==> src/rtl/or1200_keystream_gen.sv <==
// Keystream pad generator: builds a seed from row/col/tb/db/cntr fields, drives an
// external block cipher through a ld/done handshake and prefetches pads into a FIFO.
// Optional CTR mode is compiled in when OR1200_KSG_CTR_MODE_EN is defined; otherwise
// the generator always runs in OFB mode and the mode input is ignored.
module or1200_keystream_gen #(
  parameter int unsigned DEPTH  = 4,
  parameter int unsigned CNTR_W = 16,
  parameter int unsigned PAD_W  = 128
) (
  input  logic             clk,
  input  logic             rst,
  input  logic             seed_wr,
  input  logic [2:0]       seed_sel,
  input  logic [31:0]      seed_data,
  input  logic             start,
  input  logic             stop,
  input  logic             mode,
  input  logic             pad_rd,
  output logic [PAD_W-1:0] pad_out,
  output logic             pad_valid,
  output logic             unstall,
  output logic             busy,
  output logic             cipher_ld,
  output logic [PAD_W-1:0] cipher_text_in,
  input  logic             cipher_done,
  input  logic [PAD_W-1:0] cipher_text_out
);

  localparam int unsigned AW       = (DEPTH > 1) ? $clog2(DEPTH) : 1;
  localparam int unsigned CW       = $clog2(DEPTH) + 1;
  localparam int unsigned CNTR_LSB = 72;

  typedef enum logic [1:0] {StIdle, StIssue, StWait, StHold} state_t;

  state_t             r_state;
  logic [31:0]        r_row;
  logic [15:0]        r_col, r_tb;
  logic [7:0]         r_db;
  logic [CNTR_W-1:0]  r_cntr;
  logic               r_start_q;
  logic [PAD_W-1:0]   r_iv, r_fb, r_text_in, r_pad_out;
  logic               r_first, r_stop_pend, r_restart_pend, r_cipher_ld;
  logic [PAD_W-1:0]   r_mem [DEPTH];
  logic [AW-1:0]      r_wptr, r_rptr;
  logic [CW-1:0]      r_count;

  logic [PAD_W-1:0]   w_seed, w_issue_in;
  logic               w_start_edge, w_latch, w_issue, w_push, w_pop;
  logic [CW-1:0]      w_count_after;
  logic [AW-1:0]      w_rptr_nxt;

  // Seed field registers; sel 5-7 are ignored.
  always_ff @(posedge clk) begin
    if (rst) begin
      r_row  <= '0;
      r_col  <= '0;
      r_tb   <= '0;
      r_db   <= '0;
      r_cntr <= '0;
    end else if (seed_wr) begin
      case (seed_sel)
        3'd0:    r_row  <= seed_data;
        3'd1:    r_col  <= seed_data[15:0];
        3'd2:    r_tb   <= seed_data[15:0];
        3'd3:    r_db   <= seed_data[7:0];
        3'd4:    r_cntr <= CNTR_W'(seed_data);
        default: ;
      endcase
    end
  end

  // Seed block assembled as {zeros, cntr, db, tb, col, row}.
  always_comb begin
    w_seed                         = '0;
    w_seed[31:0]                   = r_row;
    w_seed[47:32]                  = r_col;
    w_seed[63:48]                  = r_tb;
    w_seed[71:64]                  = r_db;
    w_seed[CNTR_LSB +: CNTR_W]     = r_cntr;
  end

  // Previous start level for edge detection.
  always_ff @(posedge clk) begin
    if (rst) r_start_q <= 1'b0;
    else     r_start_q <= start;
  end

  assign w_start_edge = start & ~r_start_q;
  // A restart in WAIT is deferred until the in-flight result returns and is dropped.
  assign w_latch = (w_start_edge && (r_state != StWait)) ||
                   ((r_state == StWait) && cipher_done && (r_restart_pend || w_start_edge));
  assign w_issue = (r_state == StIssue) && !w_start_edge;
  assign w_push  = (r_state == StWait) && cipher_done && !r_restart_pend && !w_start_edge;
  assign w_pop   = pad_rd && (r_count != '0);
  assign w_count_after = r_count + CW'(1) - (w_pop ? CW'(1) : CW'(0));
  assign w_rptr_nxt    = r_rptr + AW'(1);

  // IV latch, first-issue flag and OFB feedback.
  always_ff @(posedge clk) begin
    if (rst) begin
      r_iv    <= '0;
      r_fb    <= '0;
      r_first <= 1'b0;
    end else begin
      if (w_latch)      begin r_iv <= w_seed; r_first <= 1'b1; end
      else if (w_issue) r_first <= 1'b0;
      if (w_push)       r_fb <= cipher_text_out;
    end
  end

`ifdef OR1200_KSG_CTR_MODE_EN
  logic [CNTR_W-1:0] r_offset;
  logic              r_mode;
  logic [PAD_W-1:0]  w_ctr_blk;

  // Counter offset and mode, captured per keystream.
  always_ff @(posedge clk) begin
    if (rst) begin
      r_offset <= '0;
      r_mode   <= 1'b0;
    end else if (w_latch) begin
      r_offset <= '0;
      r_mode   <= mode;
    end else if (w_issue) begin
      r_offset <= r_offset + CNTR_W'(1);
    end
  end

  // Cipher input: CTR replaces the cntr field, OFB chains the previous pad.
  always_comb begin
    w_ctr_blk                      = r_iv;
    w_ctr_blk[CNTR_LSB +: CNTR_W]  = r_iv[CNTR_LSB +: CNTR_W] + r_offset;
    w_issue_in                     = r_mode ? w_ctr_blk : (r_first ? r_iv : r_fb);
  end
`else
  logic w_unused_mode;
  assign w_unused_mode = mode;

  // Cipher input: IV first, then the previous pad.
  always_comb w_issue_in = r_first ? r_iv : r_fb;
`endif

  // Control FSM with registered cipher_ld / cipher_text_in.
  always_ff @(posedge clk) begin
    if (rst) begin
      r_state        <= StIdle;
      r_stop_pend    <= 1'b0;
      r_restart_pend <= 1'b0;
      r_cipher_ld    <= 1'b0;
      r_text_in      <= '0;
    end else begin
      r_cipher_ld <= 1'b0;
      if (w_latch) begin
        r_stop_pend    <= 1'b0;
        r_restart_pend <= 1'b0;
      end
      unique case (r_state)
        StIdle: if (w_start_edge) r_state <= StIssue;
        StIssue: begin
          if (!w_start_edge) begin
            r_cipher_ld <= 1'b1;
            r_text_in   <= w_issue_in;
            r_state     <= StWait;
            if (stop) r_stop_pend <= 1'b1;
          end
        end
        StWait: begin
          if (cipher_done && (r_restart_pend || w_start_edge)) begin
            r_state <= StIssue;
          end else if (w_start_edge) begin
            r_restart_pend <= 1'b1;
            r_stop_pend    <= 1'b0;
          end else if (cipher_done) begin
            r_stop_pend <= 1'b0;
            if (r_stop_pend || stop)             r_state <= StIdle;
            else if (w_count_after < CW'(DEPTH)) r_state <= StIssue;
            else                                 r_state <= StHold;
          end else if (stop) begin
            r_stop_pend <= 1'b1;
          end
        end
        StHold: begin
          if (w_start_edge)               r_state <= StIssue;
          else if (stop)                  r_state <= StIdle;
          else if (r_count < CW'(DEPTH))  r_state <= StIssue;
        end
        default: r_state <= StIdle;
      endcase
    end
  end

  // Pad storage; flushed entries are simply abandoned.
  always_ff @(posedge clk) begin
    if (w_push && !w_start_edge) r_mem[r_wptr] <= cipher_text_out;
  end

  // FIFO pointers, occupancy and registered head; flush beats push and pop.
  always_ff @(posedge clk) begin
    if (rst || w_start_edge) begin
      r_wptr    <= '0;
      r_rptr    <= '0;
      r_count   <= '0;
      r_pad_out <= '0;
    end else begin
      if (w_push) r_wptr <= r_wptr + AW'(1);
      if (w_pop)  r_rptr <= w_rptr_nxt;
      r_count <= r_count + (w_push ? CW'(1) : CW'(0)) - (w_pop ? CW'(1) : CW'(0));
      if (w_pop) begin
        if (r_count > CW'(1)) r_pad_out <= r_mem[w_rptr_nxt];
        else if (w_push)      r_pad_out <= cipher_text_out;
        else                  r_pad_out <= '0;
      end else if (w_push && (r_count == '0)) begin
        r_pad_out <= cipher_text_out;
      end
    end
  end

  assign pad_out        = r_pad_out;
  assign pad_valid      = (r_count != '0);
  assign unstall        = !(pad_rd && !pad_valid);
  assign busy           = (r_state != StIdle);
  assign cipher_ld      = r_cipher_ld;
  assign cipher_text_in = r_text_in;

endmodule

==> config.mk <==
export PLATFORM = sky130hd
export DESIGN_NAME = or1200_keystream_gen
export DESIGN_NICKNAME = d
export VERILOG_FILES = /design/src/rtl/or1200_keystream_gen.sv
export SDC_FILE = /design/constraint.sdc
export NUM_CORES = 2
export LEC_CHECK = 0
export ABC_AREA = 1
export CAP_MARGIN = 5
export CORE_MARGIN = 2
export CORE_UTILIZATION = 40
export CTS_BUF_LIST = sky130_fd_sc_hd__clkbuf_2 sky130_fd_sc_hd__clkbuf_4 sky130_fd_sc_hd__clkbuf_8
export CTS_CLUSTER_DIAMETER = 150
export DETAILED_ROUTE_END_ITERATION = 16
export DONT_BUFFER_PORTS = 1
export PLACE_DENSITY = 0.63
export SLEW_MARGIN = 40
export SYNTH_ARGS = -nofsm -noshare
export SYNTH_HDL_FRONTEND = slang
export SYNTH_SLANG_ARGS = --single-unit
==> constraint.sdc <==
create_clock -name clk -period 9.4 [get_ports clk]
set_input_delay 0 -clock clk [delete_from_list [all_inputs] [get_ports clk]]
set_output_delay 0 -clock clk [all_outputs]
set_load 0.005 [all_outputs]
==> results.ini <==
[run_status]
outcome = finished clean

[synthesis]
post-synth-top-area-fraction_pct = 36.0
ys_ff_latch = 1086
synth_most_common_cell = nand2_1
syn_nets = 4759
yosysUniqueCellTypes = 27
synth_area_mm2 = 0.0426
avgSynthCellArea_um2 = 9.32
ys_top_cells_by_count = nand2_1 (882), o21ai_0 (637), dfxtp_1 (574)
synth_area_leaders = edfxtp_1 (36%), dfxtp_1 (27%), nand2_1 (7.8%), o21ai_0 (7.5%), a21oi_1 (5.8%)
yosys_warnings = 0
synth-edff-count = 512
synthCells = 4575
postSynth.asyncResetShare_pct = 0
synth_top_flop_cell = dfxtp_1
yosysTopAreaCell = edfxtp_1
synth-seq-area-share_pct = 63.0

[min_path]
hp-class = in -> out

[sta]
rsz0062_at_grt = false
tns_ns = 0
fin_worst_skew_ns = 0.0684
min_period_ns = 4.16
clock.fmax_mhz = 240
tightest_slew_ns = 0.864
slew_headroom_pct = 42.4
hold_viol = 0
timing.final.crit_share_pct = 44.3
setup_viol = 0
finalMaxSlewViolations = 0

[power_and_ir_drop]
pwr-share-seq_pct = 47.4
power.net_switching_w = 0.00328
ir_drop_mv = 0.126
power_w = 0.0114
combPwrFrac_pct = 13.2
intPower_w = 0.00814
switching_share_pct = 28.7
leakage_nw = 19.2
pwr_density_cell_mw_per_mm2 = 224
pwr-share-clk_pct = 39.3

[critical_path]
cp-end-kind = register
path_class = reg -> reg
max_stage_delay_ns = 0.63
slowest_stage = buf_4
crit_chain = inv_1, ha_1, nand2_1, nor2_4, inv_8, buf_6, nor2_4, buf_4, buf_6
regToRegSetupSlack_ns = 5.24
cp.arrival_ns = 4.61
worstPathMaxFanout = 79
start_kind = register
cpLargestDelayFamily = buffers and inverters
critPathBufInv = 5
cp.required_ns = 9.85

[detailed_routing]
drc = 0
vias = 34200
finalWirelength_um = 137000
first_iter_violations = 2953
viasPerCell = 5.36
antenna_left = 0
drtPass1Iterations = 6
wire_per_inst_um = 21.4

[cells_and_area]
drive_gt1_share_pct = 8.11
stdcell_area_mm2 = 0.0509
post-route-util_pct = 48.2
finalNetCount = 5012
area_delta_synth_final_pct = 19.3

[die]
fp.dieW_um = 331
dieArea_mm2 = 0.109
die_h_um = 331
coreArea_mm2 = 0.106
start_util_pct = 40.4
row_count = 119
boundaryPins = 431

[global_routing]
antenna_found_initial = 11
grt_overflow = 0
grt_pass1_wl_um = 201000
grt_pass1_vias = 32500
grt_usage_pct = 24.4
grt_max_degree = 200

[placed_design]
placed_cell_area_mm2 = 0.0432
place.gp.congestion = 0.784
io_buffers = 0
dp_hpwl_um = 74100

[clocking]
tritoncts = built
clk_latency_ns = 0.87
clkSinkCount = 1086
htreeDepth = 4
clock_path_buffers = 3
cts_buffers = 182
clk_pin_slew_ns = 0.06
clockRootBuffer = clkbuf_8

[run]
max_cap_viol_count = 0

[per-stage QoR]
step	worst slack, ns	hold slack, ns	std cells
4_1_cts	5.00	0.00248	6370
6_report	5.24	0.0540	6378
3_5_place_dp	5.00	0.0539	5677
5_1_grt	4.97	0.0562	6375
2_1_floorplan	2.20	0.0454	4575
3_3_place_gp	4.95	0.0515	5675
[power by group through the flow]
stage,Sequential [W],Combinational (W),Clock (W)
finish,0.00542,0.00151,0.00449
global route,0.00544,0.00167,0.00479
CTS,0.00542,0.00148,0.00457
detailed placement,0.00552,0.00129,0
global placement,0.00552,0.00126,0
floorplan,0.00540,0.000949,0
[worst paths after layout]
| kind | cells past startpoint | endpoint | start |
|---|---|---|---|
| max | 9 | r_mem[1][106] | r_state[0] |
| min | 1 | unstall | pad_rd |
| max reg2reg | 9 | r_mem[1][106] | r_state[0] |
| min reg2reg | 2 | cipher_text_in[104] | r_fb[104] |
[registers in the layout, summed over array words and instances, names as in the netlist, 2 cells and up]
register,flops
cipher_text_in,128
pad_out,128
r_cntr,16
r_col,16
r_count,3
r_db,8
r_fb,128
r_iv,88
r_mem,512
r_row,32
r_rptr,2
r_state,2
r_tb,16
r_wptr,2
[layout by cell type (no fill, tap or decap), types with 2 or more instances in the layout]
master         count
dlygate4sd3_1    353
dfxtp_4            2
buf_6             13
diode_2            4
clkbuf_4          76
inv_2              3
nand2_1          880
xor2_1             2
or2_2              2
buf_16             4
inv_4              2
clkinv_1          14
bufinv_16          6
o21ai_1           16
buf_12             6
nand2_4            6
clkinv_8           4
inv_8              2
nor2_4             9
a31oi_1           88
edfxtp_1         512
ha_1              12
dfxtp_1          572
o21ai_0          637
nand2_8            2
buf_4             20
inv_1            319
clkinv_2          21
nor3_1             3
clkbuf_8         211
inv_6              6
a21oi_1          492
clkinvlp_4         6
nand3_1          306
nor2_1           372
[area by class of cell]
class	count	area [um^2]
diodes	4	10.0
clock buffers	286	3460
clock inverters	53	483
fillers	9652	54700
inverters	331	1280
multi-input cells	2830	13000
flip-flops and latches	1086	26900
well taps	1391	1740
repair buffers	397	4070
[cell families (layout without fill, tap and decap cells)]
group	Yosys count	in the layout	share of synthesized area, %
other cells	0	4	0
buf+inv	659	1067	6.82
compound gates	1234	1234	14.7
xor+xnor	2	2	0.0411
simple gates	1581	1581	15.0
fa+ha+maj	13	13	0.399
flops	1086	1086	63.0
[per-layer routing]
metal	GRT usage (%)	vias up	wire [um]	part of all wire, %
li1	-	16000	-	-
met1	32.4	16500	57700	42
met2	39.4	1388	63600	46
met3	5.23	283	11100	8.1
met4	8.88	12	4290	3.1
met5	0	-	69	0.050
[what timing repair did]
item                       CTS  global route
gates resized for setup      0             0
hold endpoints to repair   969             0
setup buffers                0             0
hold buffers               354             0
setup endpoints to repair    0             0
Power figures use the tool's default switching activity.
